<file path="src/rtl/fifod2mac_pkg.sv">
`default_nettype none
// +----------------------------------------------------------------------+
// | fifod2mac_pkg : shared states and framing constants for fifod2mac    |
// | Rev 1.0                                                              |
// +----------------------------------------------------------------------+
package fifod2mac_pkg;

  typedef enum logic [2:0] {
    S_IDLE = 3'd0,
    S_HEAD = 3'd1,
    S_INFO = 3'd2,
    S_DATA = 3'd3,
    S_CHK  = 3'd4,
    S_DONE = 3'd5
  } state_t;

  localparam logic [7:0]  c_HEAD_BYTE = 8'hAA;
  localparam int unsigned c_MIN_LEN   = 3;
  // head + dev_info + checksum bytes wrapped around the payload
  localparam int unsigned c_FRAME_OVH = 3;

  function automatic int unsigned payload_len(input int unsigned len,
                                              input int unsigned min_len);
    int unsigned clamped;
    clamped = (len < min_len) ? min_len : len;
    return clamped - c_FRAME_OVH;
  endfunction

endpackage
`default_nettype wire

</file>
<file path="src/rtl/fifod2mac_rd_pipe.sv">
`default_nettype none
// +----------------------------------------------------------------------+
// | fifod2mac_rd_pipe : FIFO D read-ahead counter and 1-cycle valid flag |
// | Rev 1.0                                                              |
// +----------------------------------------------------------------------+
module fifod2mac_rd_pipe #(
  parameter int unsigned LEN_W = 12
) (
  input  logic             clk,
  input  logic             rst_n,
  input  logic             i_clear,
  input  logic             i_en,
  input  logic             i_empty,
  input  logic [LEN_W-1:0] i_n,
  output logic             o_rxen,
  output logic             o_dv,
  output logic             o_last
);

  logic [LEN_W-1:0] r_issued;
  logic [LEN_W-1:0] r_emitted;
  logic             r_dv;

  assign o_rxen = i_en && (r_issued < i_n) && !i_empty;
  assign o_dv   = r_dv;
  assign o_last = r_dv && (r_emitted == (i_n - LEN_W'(1)));

  always_ff @(posedge clk or negedge rst_n) begin
    if (!rst_n) begin
      r_issued  <= '0;
      r_emitted <= '0;
      r_dv      <= 1'b0;
    end else if (i_clear) begin
      r_issued  <= '0;
      r_emitted <= '0;
      r_dv      <= 1'b0;
    end else begin
      if (o_rxen) r_issued <= r_issued + LEN_W'(1);
      if (r_dv)   r_emitted <= r_emitted + LEN_W'(1);
      r_dv <= o_rxen;
    end
  end

endmodule
`default_nettype wire

</file>
<file path="src/rtl/fifod2mac.sv">
`default_nettype none
// +----------------------------------------------------------------------+
// | fifod2mac : drains one FIFO D frame to the MAC on the fs/fd handshake|
// | Rev 1.0                                                              |
// +----------------------------------------------------------------------+
module fifod2mac
  import fifod2mac_pkg::*;
#(
  parameter logic [7:0]  HEAD_BYTE = c_HEAD_BYTE,
  parameter int unsigned LEN_W     = 12,
  parameter int unsigned DATA_W    = 8,
  parameter int unsigned MIN_LEN   = c_MIN_LEN
) (
  input  logic              sys_clk,
  input  logic              rst,
  input  logic              fs_fifod2mac,
  output logic              fd_fifod2mac,
  input  logic [LEN_W-1:0]  eth_tx_len,
  input  logic [7:0]        dev_info,
  input  logic [DATA_W-1:0] fifod_rxd,
  input  logic              fifod_empty,
  output logic              fifod_rxen,
  output logic [DATA_W-1:0] mac_txd,
  output logic              mac_txv,
  output logic              busy
);

  state_t              r_state;
  state_t              w_next;
  logic [LEN_W-1:0]    r_n;
  logic [7:0]          r_info;
  logic [DATA_W-1:0]   r_chk;
  logic                w_accept;
  logic                w_rd_en;
  logic                w_dv;
  logic                w_last;

  assign w_accept = (r_state == S_IDLE) && fs_fifod2mac;
  assign busy     = (r_state != S_IDLE);

  always_ff @(posedge sys_clk or negedge rst) begin
    if (!rst) begin
      r_state <= S_IDLE;
      r_n     <= '0;
      r_info  <= '0;
      r_chk   <= '0;
    end else begin
      r_state <= w_next;
      if (w_accept) begin
        r_n    <= LEN_W'(payload_len(32'(eth_tx_len), MIN_LEN));
        r_info <= dev_info;
        r_chk  <= '0;
      end else if (w_dv) begin
        r_chk  <= r_chk ^ fifod_rxd;
      end
    end
  end

  // Reads start during INFO so the first payload byte follows dev_info
  // with no bubble.
  always_comb begin
    w_next       = r_state;
    w_rd_en      = 1'b0;
    mac_txd      = '0;
    mac_txv      = 1'b0;
    fd_fifod2mac = 1'b0;
    case (r_state)
      S_IDLE: begin
        if (fs_fifod2mac) w_next = S_HEAD;
      end
      S_HEAD: begin
        mac_txd = DATA_W'(HEAD_BYTE);
        mac_txv = 1'b1;
        w_next  = S_INFO;
      end
      S_INFO: begin
        mac_txd = DATA_W'(r_info);
        mac_txv = 1'b1;
        w_rd_en = 1'b1;
        w_next  = (r_n == '0) ? S_CHK : S_DATA;
      end
      S_DATA: begin
        w_rd_en = 1'b1;
        if (w_dv) begin
          mac_txd = fifod_rxd;
          mac_txv = 1'b1;
        end
        if (w_last) w_next = S_CHK;
      end
      S_CHK: begin
        mac_txd = r_chk;
        mac_txv = 1'b1;
        w_next  = S_DONE;
      end
      S_DONE: begin
        fd_fifod2mac = 1'b1;
        if (!fs_fifod2mac) w_next = S_IDLE;
      end
      default: w_next = S_IDLE;
    endcase
  end

  fifod2mac_rd_pipe #(
    .LEN_W(LEN_W)
  ) u_rd_pipe (
    .clk    (sys_clk),
    .rst_n  (rst),
    .i_clear(w_accept),
    .i_en   (w_rd_en),
    .i_empty(fifod_empty),
    .i_n    (r_n),
    .o_rxen (fifod_rxen),
    .o_dv   (w_dv),
    .o_last (w_last)
  );

endmodule
`default_nettype wire

</file>
<file path="config.mk">
export PLATFORM = sky130hd
export DESIGN_NAME = fifod2mac
export DESIGN_NICKNAME = d
export VERILOG_FILES = /design/src/rtl/fifod2mac_pkg.sv /design/src/rtl/fifod2mac_rd_pipe.sv /design/src/rtl/fifod2mac.sv
export SDC_FILE = /design/constraint.sdc
export NUM_CORES = 1
export LEC_CHECK = 0
export CAP_MARGIN = 0
export CORE_MARGIN = 2
export CORE_UTILIZATION = 55
export CTS_CLUSTER_SIZE = 24
export DETAILED_ROUTE_END_ITERATION = 16
export PLACE_DENSITY = 0.9
export SLEW_MARGIN = 25
export SYNTH_ARGS = -nofsm -noshare
export SYNTH_HDL_FRONTEND = slang
export SYNTH_SLANG_ARGS = --single-unit
export TNS_END_PERCENT = 30
</file>
<file path="constraint.sdc">
create_clock -name sys_clk -period 5.6 [get_ports sys_clk]
set_input_delay 1.12 -clock sys_clk [delete_from_list [all_inputs] [get_ports sys_clk]]
set_output_delay 1.12 -clock sys_clk [all_outputs]
set_load 0.02 [all_outputs]
</file>
==> results of run 1 <==
==> cells by family after synthesis <==
| logic type | after synthesis | share of synthesized area, % |
|---|---|---|
| AOI/OAI and AO/OA | 90 | 16.0 |
| DFF | 56 | 39.3 |
| and+or+nand+nor | 169 | 23.5 |
| adders and majority gates | 16 | 5.61 |
| xor gates and xnor gates | 40 | 9.82 |
| muxes | 4 | 1.26 |
| buffers and inverters | 39 | 4.56 |
==> worst max-delay path, delay by kind of cell, from the launching register on <==
family | cells | cell delay, ns
flip-flops | 1 | 0.48
adder cells (fa/ha/maj) | 1 | 0.31
AO/OA/AOI/OAI | 4 | 1.44
buffers and inverters | 3 | 0.79
==> cells in the final DEF (no fill, tap or decap), types with 13 or more instances in the layout <==
| cell type | netlist | routed |
|---|---|---|
| o21ai_0 | 26 | 26 |
| dfrtp_1 | 56 | 56 |
| xnor2_1 | 14 | 14 |
| ha_1 | 16 | 16 |
| clkdlybuf4s50_1 | 0 | 42 |
| nand2_1 | 63 | 62 |
| inv_1 | 20 | 20 |
| nor2_1 | 30 | 30 |
| nand3_1 | 13 | 13 |
| a21oi_1 | 19 | 19 |
| xor2_1 | 26 | 26 |
==> registers in the layout (all words and copies together), names as in the netlist <==
name                 flops
r_chk                    8
r_info                   8
r_n                     12
r_state                  3
u_rd_pipe.o_dv           1
u_rd_pipe.r_emitted     12
u_rd_pipe.r_issued      12
==> cell type report <==
class / instances / area [µm²] / share of cell area, %
multi-input combinational: 319 / 2020 / 48.9
tap: 77 / 96.3 / 2.33
timing repair buffer: 45 / 440 / 10.7
inverter: 20 / 75.1 / 1.82
clock buffer: 5 / 68.8 / 1.67
sequential: 56 / 1400 / 33.9
clock inverter: 3 / 27.5 / 0.666
==> per-layer routing <==
layer / track usage (%) / part of all wire, % / vias to the layer above
li1: - / - / 1521
met1: 32.9 / 43 / 1498
met2: 41.9 / 51 / 120
met3: 3.74 / 5.3 / 10
met4: 7.65 / 1.2 / 0
met5: 0 / 0 / -
==> report_power, final <==
part / internal (W) / leakage [nW] / switching [W]
Sequential: 0.000535 / 0.691 / 0.000211
Clock: 0.0000922 / 0.0463 / 0.000147
Combinational: 0.000339 / 1.03 / 0.000369
==> path summary, 6_finish.rpt <==
check | startpoint | end | cells after the start
hold / removal | r_info[1]$_DFFE_PN0P_ | r_info[1]$_DFFE_PN0P_ | 2
min in group asynchronous | rst | r_n[10]$_DFFE_PN0P_ | 2
setup reg to reg | r_n[9]$_DFFE_PN0P_ | u_rd_pipe.r_issued[8]$_DFFE_PN0P_ | 8
max in group asynchronous | rst | u_rd_pipe.r_issued[9]$_DFFE_PN0P_ | 2
hold reg to reg | r_info[1]$_DFFE_PN0P_ | r_info[1]$_DFFE_PN0P_ | 2
setup / recovery | r_n[9]$_DFFE_PN0P_ | fifod_rxen | 8
==> stage by stage <==
stage / utilization [%] / power, W
after floorplan: - / 0.00119
after global placement: 63.7 / 0.00138
after detailed placement: 63.9 / 0.00144
after CTS: 65.4 / 0.00169
after global routing: 65.4 / 0.00181
final: 65.4 / 0.00169
==> impl_metrics.py, run 1 <==
metrics = {
    "drt": {
        "drt-pass1-iter-count": 5,
        "avgViaCountPerCell": 6.00,
        "drt-initial-drc-count": 216,
        "routed-via-count": 3149,
        "drt_wl_total_um": 8480,
        "drtAntennaViolNets": 0,
        "wl_per_cell_um": 16.2,
        "drc_errors": 0,
    },
    "synth": {
        "synth_flop_cell": "dfrtp_1",
        "yosys-top-cells-count": "63 x nand2_1, 56 x dfrtp_1, 30 x nor2_1",
        "ys_warn_count": 0,
        "syn_nets": 462,
        "ys_seq_elements": 56,
        "yosys.cell_types.count": 50,
        "synth.avg_cell_area_um2": 8.62,
        "synth-edff-count": 0,
        "syn_area_mm2": 0.00357,
        "yosysMostFrequentCell": "nand2_1",
        "async_flop_share_pct": 100,
        "synth_top_cell_area_share_pct": 39.3,
        "yosys-top-cells-area": "dfrtp_1 39%, nand2_1 6.6%, xor2_1 6.4%, ha_1 5.6%, o21ai_0 3.6%",
        "syn_inst": 414,
        "yosys.area.top_type": "dfrtp_1",
        "ys_seq_area_share_pct": 39.3,
    },
    "cells_and_area": {
        "finish.instance_area_mm2": 0.00413,
        "nNetsFinal": 495,
        "drive_gt1_share_pct": 5.58,
        "insertedDiodeCount": 0,
        "nFillCells": 527,
        "area_growth_syn_to_layout_pct": 15.7,
        "finalNonFillerCells": 525,
    },
    "timing": {
        "clock.fmax_mhz": 223,
        "relSlewSlack_pct": 44.8,
        "setup_slack_ns": 1.12,
        "fin_crit_sh_pct": 80.1,
        "tns_ns": 0,
        "setup_viol": 0,
        "hold_viol_final": 0,
        "fin_crit_ns": 4.48,
        "report.final.slew_viol_count": 0,
        "whs_ns": 0.492,
        "clock_skew_ns": 0.00698,
        "tightest_slew_ns": 0.828,
        "rsz0062_at_grt": "no",
    },
    "clock_tree": {
        "cts-root-buf": "clkbuf_8",
        "hold_buffers": 0,
        "cts_tree": "done",
        "cts_made_buffers": 5,
        "cts_buffer_depth": 2,
        "cts_resized": 0,
        "htreeDepth": 2,
        "cts.sinks": 56,
        "clkTransAtPathRegs_ns": 0.11,
        "postCtsSetupRepairBufs": 0,
        "clock_latency_ns": 0.33,
    },
    "job": {
        "max_cap_viol_count": 0,
    },
    "worst_setup_path": {
        "cp.required_ns": 4.48,
        "crit_type": "reg2out",
        "cp_max_fo": 24,
        "cp-start-kind": "register",
        "cp_data_arrival_time_ns": 3.36,
        "crit_path_max_incr_delay_ns": 0.73,
        "cpMaxStageDelayCell": "a2111oi_0",
        "path_cells": "inv_1 -> ha_1 -> a21o_1 -> a21o_1 -> a2111oi_0 -> o31ai_4 -> inv_1 -> clkdlybuf4s50_1",
        "rrSetupSlack_ns": 2.46,
        "worstSetupEndpointType": "output pin",
    },
    "placement": {
        "gp_congestion": 0.878,
        "dp_hpwl_um": 6020,
        "dp.cells": 517,
        "portBuffers": 43,
        "placed_cell_area_mm2": 0.00403,
        "dp_slack_ns": 1.15,
    },
    "grt": {
        "first_global_vias": 3012,
        "grt.total_usage_pct": 24.8,
        "grt-ovfl-total": 0,
        "grt_max_degree": 57,
        "antenna_found_initial": 0,
        "grt_first_pass_wirelength_um": 14400,
    },
    "pwr": {
        "p_per_area_mw_per_mm2": 410,
        "p_leak_nw": 1.77,
        "peakVddDrop_mv": 0.255,
    },
    "die": {
        "die-height_um": 84.6,
        "io_pins": 44,
        "die_x_um": 84.6,
        "placementRows": 29,
        "die_area_mm2": 0.00715,
        "initial_core_util_pct": 56.5,
        "core_area_mm2": 0.00631,
    },
    "run_status": {
        "run_status": "finished clean",
    },
    "worst_hold_path": {
        "min_path_type": "reg2reg",
    },
}
No activity file was read; power rests on OpenSTA's default activity.
==> run 2: changes to the inputs <==
Settings changed: CORE_UTILIZATION 55 to 51, PLACE_DENSITY 0.9 to 0.88.
Clock period 5.6 ns to 3.6 ns, I/O delays scaled along.
==> impl_metrics.py, run 2 (synthesized netlist as in run 1, its figures left out) <==
metrics = {
    "clock_tree": {
        "clock_latency_ns": 0.32,
        "htreeDepth": 2,
        "cts_tree": "done",
        "cts_buffer_depth": 2,
        "clkTransAtPathRegs_ns": 0.11,
        "cts_made_buffers": 5,
        "cts.sinks": 56,
        "cts-root-buf": "clkbuf_8",
    },
    "drt": {
        "drt-initial-drc-count": 165,
        "wl_per_cell_um": 15.5,
        "avgViaCountPerCell": 5.80,
        "routed-via-count": 3173,
        "drc_errors": 0,
        "drtAntennaViolNets": 0,
        "drt-pass1-iter-count": 5,
        "drt_wl_total_um": 8500,
    },
    "pwr": {
        "p_per_area_mw_per_mm2": 636,
        "p_leak_nw": 1.79,
        "peakVddDrop_mv": 0.262,
    },
    "placement": {
        "placed_cell_area_mm2": 0.00407,
        "portBuffers": 43,
        "gp_congestion": 0.887,
        "dp_hpwl_um": 6270,
    },
    "die": {
        "placementRows": 30,
        "die_x_um": 87.6,
        "io_pins": 44,
        "core_area_mm2": 0.00679,
        "die-height_um": 87.6,
        "initial_core_util_pct": 52.5,
        "die_area_mm2": 0.00768,
    },
    "grt": {
        "grt-ovfl-total": 0,
        "first_global_vias": 3116,
        "antenna_found_initial": 0,
        "grt.total_usage_pct": 23.4,
        "grt_first_pass_wirelength_um": 14400,
        "grt_max_degree": 30,
    },
    "timing": {
        "fin_crit_sh_pct": 95.4,
        "hold_viol_final": 0,
        "tightest_slew_ns": 0.974,
        "rsz0062_at_grt": "no",
        "clock.fmax_mhz": 291,
        "setup_viol": 0,
        "relSlewSlack_pct": 34.9,
        "tns_ns": 0,
        "clock_skew_ns": 0.0117,
        "fin_crit_ns": 3.44,
        "report.final.slew_viol_count": 0,
    },
    "worst_setup_path": {
        "rrSetupSlack_ns": 0.81,
        "crit_type": "reg2out",
        "worstSetupEndpointType": "output pin",
        "cp-start-kind": "register",
        "cp.required_ns": 2.88,
        "cp_data_arrival_time_ns": 2.72,
        "cp_max_fo": 9,
    },
    "run_status": {
        "run_status": "finished clean",
    },
    "cells_and_area": {
        "finish.instance_area_mm2": 0.00419,
        "mostFrequentLayoutCells": "63 x nand2_1, 54 x dfrtp_1, 42 x clkdlybuf4s50_1",
        "insertedDiodeCount": 0,
        "drive_gt1_share_pct": 6.43,
        "top_regs": "r_n: 12 flops, u_rd_pipe.r_emitted: 12 flops, u_rd_pipe.r_issued: 12 flops",
        "nNetsFinal": 498,
        "final_common_cell": "nand2_1",
        "area_growth_syn_to_layout_pct": 17.4,
    },
    "worst_hold_path": {
        "min_path_type": "in2async",
    },
    "job": {
        "max_cap_viol_count": 0,
    },
}
==> run 2: routing by layer <==
layer  wire (µm)  GRT usage, %  up-vias
li1            -             -     1524
met1        3750          30.8     1542
met2        4320          40.8       99
met3         374          3.49        8
met4          64          5.59        0
met5           0             0        -
==> run 2: final cells by class <==
| class | instances | area (µm²) |
|---|---|---|
| Tap cell | 96 | 120 |
| Inverter | 20 | 75.1 |
| Clock inverter | 2 | 38.8 |
| Multi-Input combinational cell | 319 | 2020 |
| Sequential cell | 56 | 1400 |
| Clock buffer | 6 | 72.6 |
| Fill cell | 578 | 2610 |
| Timing Repair Buffer | 48 | 463 |
==> run 2: final timing paths <==
kind | from | cells past startpoint | end
worst max-delay path | r_n[5]$_DFFE_PN0P_ | 9 | fifod_rxen
worst min-delay path | rst | 1 | r_chk[4]$_DFFE_PN0P_
worst max register to register | r_n[0]$_DFFE_PN0P_ | 9 | r_state[2]$_DFFE_PN0P_
worst min register to register | r_info[0]$_DFFE_PN0P_ | 2 | r_info[0]$_DFFE_PN0P_
max in group asynchronous | rst | 2 | r_n[5]$_DFFE_PN0P_
min in group sys_clk | r_info[0]$_DFFE_PN0P_ | 2 | r_info[0]$_DFFE_PN0P_
==> run 2: what timing repair did <==
action                                  4_1_cts  5_1_grt
endpoints found under the setup margin        1        1
buffers inserted                              0        0
resized for setup                             1        3
hold buffers                                  0        0
==> run 2: worst max-delay path, stage by stage, from the launching register on <==
cell	delay (ns)
dfrtp_2	0.45
inv_1	0.06
ha_1	0.30
a21o_1	0.18
a21o_1	0.17
a21o_1	0.19
a211oi_1	0.28
o31ai_2	0.12
inv_1	0.07
clkdlybuf4s50_1	0.59
==> run 2: stage by stage <==
step / setup slack, ns / std cells / util [%] / hold WS, ns / power (W)
global route: 0.0249 / 547 / 61.7 / 0.448 / 0.00286
CTS: 0.0668 / 547 / 61.5 / 0.427 / 0.00265
detailed placement: 0.380 / 539 / 59.9 / 0.467 / 0.00223
global placement: 0.479 / 539 / 59.9 / 0.451 / 0.00216
finish: 0.165 / 547 / 61.7 / 0.411 / 0.00266
floorplan: 0.618 / 414 / - / 0.424 / 0.00185
==> run 2: report_power, final <==
part / total, W / leakage, nW / switching, W / internal [W]
registers: 0.00116 / 0.688 / 0.000325 / 0.000834
logic: 0.00108 / 1.05 / 0.000557 / 0.000525
clock network: 0.000424 / 0.0558 / 0.000213 / 0.000211
